$ cat src/rtl/serial_subtractor_6bit.sv
// Bit-serial LSB-first two's-complement subtractor (answer = input1 - input2 mod 2^N).
// Uses one borrow flop and one result bit per BUSY cycle, with valid/ready on both sides.
module serial_subtractor_6bit #(
  parameter int unsigned N = 6
) (
  input  logic         clk,
  input  logic         rst,
  input  logic         in_valid,
  output logic         in_ready,
  input  logic [N-1:0] input1,
  input  logic [N-1:0] input2,
  output logic         out_valid,
  input  logic         out_ready,
  output logic [N-1:0] answer,
  output logic         borrow_out,
  output logic         zero
);

  localparam int unsigned CntW = (N > 1) ? $clog2(N) : 1;
  localparam logic [CntW-1:0] LastBit = CntW'(N - 1);

  typedef enum logic [1:0] {
    StIdle,
    StBusy,
    StDone
  } state_e;

  state_e          state_q, state_d;
  logic [N-1:0]    a_q, a_d;
  logic [N-1:0]    b_q, b_d;
  logic [N-1:0]    res_q, res_d;
  logic            borrow_q, borrow_d;
  logic [CntW-1:0] cnt_q, cnt_d;
  logic [N-1:0]    answer_q, answer_d;
  logic            borrow_out_q, borrow_out_d;
  logic            zero_q, zero_d;

  // Single-bit full subtractor on the current LSBs.
  logic         bit_a, bit_b, diff_bit, borrow_next;
  logic [N-1:0] res_shifted;

  always_comb begin
    bit_a       = a_q[0];
    bit_b       = b_q[0];
    diff_bit    = bit_a ^ bit_b ^ borrow_q;
    borrow_next = (~bit_a & bit_b) | (~(bit_a ^ bit_b) & borrow_q);
    res_shifted = {diff_bit, res_q[N-1:1]};
  end

  always_comb begin
    state_d      = state_q;
    a_d          = a_q;
    b_d          = b_q;
    res_d        = res_q;
    borrow_d     = borrow_q;
    cnt_d        = cnt_q;
    answer_d     = answer_q;
    borrow_out_d = borrow_out_q;
    zero_d       = zero_q;
    in_ready     = 1'b0;
    out_valid    = 1'b0;

    unique case (state_q)
      StIdle: begin
        in_ready = 1'b1;
        if (in_valid) begin
          a_d      = input1;
          b_d      = input2;
          res_d    = '0;
          borrow_d = 1'b0;
          cnt_d    = '0;
          state_d  = StBusy;
        end
      end

      StBusy: begin
        a_d      = {1'b0, a_q[N-1:1]};
        b_d      = {1'b0, b_q[N-1:1]};
        res_d    = res_shifted;
        borrow_d = borrow_next;
        cnt_d    = cnt_q + 1'b1;
        if (cnt_q == LastBit) begin
          // Publish the full result on the same edge that the last bit is formed.
          answer_d     = res_shifted;
          borrow_out_d = borrow_next;
          zero_d       = (res_shifted == '0);
          cnt_d        = '0;
          state_d      = StDone;
        end
      end

      StDone: begin
        out_valid = 1'b1;
        if (out_ready) begin
          state_d = StIdle;
        end
      end

      default: begin
        state_d = StIdle;
      end
    endcase
  end

  always_ff @(posedge clk) begin
    if (rst) begin
      state_q      <= StIdle;
      a_q          <= '0;
      b_q          <= '0;
      res_q        <= '0;
      borrow_q     <= 1'b0;
      cnt_q        <= '0;
      answer_q     <= '0;
      borrow_out_q <= 1'b0;
      zero_q       <= 1'b0;
    end else begin
      state_q      <= state_d;
      a_q          <= a_d;
      b_q          <= b_d;
      res_q        <= res_d;
      borrow_q     <= borrow_d;
      cnt_q        <= cnt_d;
      answer_q     <= answer_d;
      borrow_out_q <= borrow_out_d;
      zero_q       <= zero_d;
    end
  end

  assign answer     = answer_q;
  assign borrow_out = borrow_out_q;
  assign zero       = zero_q;

endmodule
$ cat config.mk
export PLATFORM = sky130hd
export DESIGN_NAME = serial_subtractor_6bit
export DESIGN_NICKNAME = d
export VERILOG_FILES = /design/src/rtl/serial_subtractor_6bit.sv
export SDC_FILE = /design/constraint.sdc
export NUM_CORES = 1
export LEC_CHECK = 0
export CAP_MARGIN = 10
export CORE_MARGIN = 2
export CORE_UTILIZATION = 54
export CTS_CLUSTER_DIAMETER = 100
export DETAILED_ROUTE_END_ITERATION = 6
export GPL_ROUTABILITY_DRIVEN = 0
export GPL_TIMING_DRIVEN = 0
export PLACE_DENSITY = 0.82
export REMOVE_ABC_BUFFERS = 1
export SYNTH_ARGS = -nofsm -noshare
export SYNTH_HDL_FRONTEND = slang
export SYNTH_SLANG_ARGS = --single-unit
export TNS_END_PERCENT = 20
$ cat constraint.sdc
create_clock -name clk -period 2.8 [get_ports clk]
set_input_delay 0.56 -clock clk [delete_from_list [all_inputs] [get_ports clk]]
set_output_delay 0.56 -clock clk [all_outputs]
set_load 0.03 [all_outputs]
==> flow_metrics.tcl <==
set metrics [dict create \
    status "complete, no violations" \
    drt-total-wl_um 2648 \
    timing.final.crit_period_ns 2.399 \
    tightest_slew_ns 1.094 \
    hold_path.class "register to register" \
    hold_viol 0 \
    p_per_area_mw_per_mm2 526.0 \
    grt_max_degree 32 \
    drive_above_1_share_pct 8.571 \
    synth_area_leaders "dfxtp_1 46%, a21oi_1 7.8%, nor2_1 5.9%" \
    path_cells "nor2b_1 -> clkdlybuf4s50_1" \
    die_w_um 53.93 \
    die_area_mm2 0.002908 \
    arrival_ns 1.84 \
    grt-ovfl-total 0 \
    rows 18 \
    fin_setup_tns_ns 0 \
    r2r_end "a_q[0]" \
    setup_viol_count_final 0 \
    ir_worst_vdd_v 0.0004600 \
    drcViolationCount 0 \
    synthArstFlopShare_pct 0 \
    ioPinCount 26 \
    rsz0062_at_grt "no" \
    grt_pass1_wl_um 4195 \
    core_mm2 0.002410 \
    synth-adder-area-share_pct 1.487 \
    r2r_setup_slack_ns 0.82 \
    yosysTopAreaCell "dfxtp_1" \
    nets 192 \
    dp_hpwl_um 1815 \
    syn-instance-count 154 \
    min_path_cells 2 \
    syn-mean-instance-area_um2 8.742 \
    slowest_delay_ns 0.69 \
    antenna_cells 0 \
    synth_top_area_share_pct 46.10 \
    grt_pass1_vias 984 \
    pwr-share-seq_pct 55.8 \
    vias 1157 \
    worstSetupEndpointType "output pin" \
    grt_util_all_layers_pct 20.45 \
    cts_max_path_buffers 2 \
    detail_route.wl_per_cell_um 12.92 \
    yosys-top-cells-count "31 x dfxtp_1, 21 x a21oi_1, 21 x nor2_1" \
    drt_pass1_iterations 4 \
    fmax_ghz 0.4168 \
    startpoint_type "register" \
    drtIter0Drc 21 \
    area.growth.synth_to_final_pct 20.73 \
    ys_seq_area_share_pct 46.10 \
    p_leak_nw 0.5996 \
    r2r_start "state_q[0]" \
    yosysWarnings 0 \
    clock_latency_ns 0.33 \
    fin_crit_sh_pct 85.68 \
    yosysUniqueCellTypes 34 \
    setup.worst_path.class "register to output pin" \
    cts_buffers 5 \
    die_h_um 53.93 \
    switching_share_pct 25.88 \
    rr_worst_depth 3 \
    clk_pin_slew_ns 0.09 \
    synth-compound-area-share_pct 20.35 \
    synth_flop_cell "dfxtp_1" \
    maxSlewHeadroom_pct 26.86 \
    holdPathEnd "answer[1]" \
    clock-root-buffer "clkbuf_4" \
    cts_resized 0 \
    ant_nets 0 \
    ys_ff_latch 31 \
    cts_tree "built" \
    power_mw 0.8549 \
    skew_ns 0.01002 \
    hp-start "answer[1]" \
    synth-xor-area-share_pct 0.6506 \
    cap_violations 0 \
    yosysMostFrequentCell "dfxtp_1" \
    initial_core_util_pct 55.87 \
    whs_ns 0.4851 \
    p_clk_share_pct 30.6 \
    netlist_area_mm2 0.001346 \
    comb_power_share_pct 13.5 \
    power.switching_mw 0.2212 \
    clkSinkCount 31 \
    slew_violations 0 \
    fillers 202 \
    p_int_mw 0.6336 \
    cts_setup_buffers 0 \
    crit_slowest_cell "clkdlybuf4s50_1" \
    hold_buffers 0 \
    crit_path_max_fanout 14 \
    synth-edff-count 0 \
    antenna_found_initial 0 \
    ctsHtreeMaxLevel 2 \
    synth_mux_area_share_pct 0 \
    crit_required_ns 2.24 \
    routed_via_density 5.644 \
    port_buffers 25 \
    synth_top_family_by_area "simple AND/OR/NAND/NOR gates" \
    synth-simple-area-share_pct 25.74 \
]
==> metrics by stage <==
step                util, %  cell area [um2]  std cells  setup WS [ns]
CTS                   67.45             1625        205         0.4007
global route          67.45             1625        205         0.3198
floorplan                 -             1281        143          1.230
finish                67.45             1625        205         0.4008
detailed placement    65.11             1569        198         0.3017
global placement      65.11             1569        198         0.4177
==> how the worst max path moves through the flow <==
stage          startpoint        end  slack [ns]
6_report       state_q[1]  out_valid        0.40
5_1_grt        state_q[1]  out_valid        0.32
4_1_cts        state_q[1]  out_valid        0.40
3_5_place_dp     in_valid     a_q[0]        0.30
3_3_place_gp     in_valid     b_q[0]        0.42
2_1_floorplan  state_q[1]  out_valid        1.23
==> cell type report <==
cell class / instances / area [um2] / share of cell area, %
multi-input cells: 109 / 649.4 / 39.95
flip-flops and latches: 31 / 620.6 / 38.18
repair buffers: 25 / 250.2 / 15.40
clock buffers: 6 / 51.30 / 3.156
well taps: 30 / 37.54 / 2.309
inverters: 3 / 11.26 / 0.6928
clock inverters: 1 / 5.005 / 0.3079
==> flip-flops by register name, indices dropped and copies added, names as in the netlist <==
| register | count |
|---|---|
| a_q | 6 |
| answer | 6 |
| b_q | 6 |
| res_q | 5 |
| cnt_q | 3 |
| state_q | 2 |
| borrow_out | 1 |
| borrow_q | 1 |
| zero | 1 |
==> critical path, delay by kind of cell, from the launching register on <==
family,cells,cell delay [ns]
buffers and inverters,1,0.69
flip-flops,1,0.60
AND/OR/NAND/NOR,1,0.23
==> power groups by stage <==
| stage | sequential [mW] | combinational [mW] | clock [mW] |
|---|---|---|---|
| 6_report | 0.477 | 0.116 | 0.262 |
| 5_1_grt | 0.481 | 0.127 | 0.294 |
| 4_1_cts | 0.478 | 0.116 | 0.267 |
| 3_5_place_dp | 0.488 | 0.115 | 0 |
| 3_3_place_gp | 0.486 | 0.112 | 0 |
| 2_1_floorplan | 0.483 | 0.0711 | 0 |
==> cells by family (layout without fill, tap and decap cells) <==
family / after synthesis / count (layout)
AND/OR/NAND/NOR: 62 / 62
AO/OA/AOI/OAI: 45 / 45
flip-flops: 31 / 31
XOR/XNOR: 1 / 1
adder cells (fa/ha/maj): 1 / 1
buffers and inverters: 14 / 35
==> routing by layer <==
layer  share of wire (%)  GRT usage [%]
met1                  45          23.71
met5                   0              0
met3                 5.4          8.611
met2                  48          32.72
met4                 1.4          8.974
==> cells in the final DEF (no fill, tap or decap) <==
cell type        instances
a22oi_1                  8
o21bai_1                 1
inv_1                    3
clkbuf_4                 5
clkbuf_8                 1
nand3b_4                 1
a211oi_1                 4
and2b_1                  1
or3b_2                   6
fa_1                     1
or3_1                    1
o21ai_0                  7
nand4_1                  1
a21oi_1                 21
a311oi_1                 1
nor2b_1                  1
a221oi_1                 1
dfxtp_1                 31
xnor2_1                  1
nor3b_1                  1
nand3_1                  8
nand2_1                  5
a2bb2oi_1                1
clkdlybuf4s50_1         25
nor3_1                   6
nand3b_1                 1
nand2b_1                 3
nor4_1                   1
or3b_1                   1
or2b_1                   3
clkinv_2                 1
nor2_1                  21
o21ba_2                  1
and3b_1                  1
Note: power is estimated with default switching activity, not from simulation.
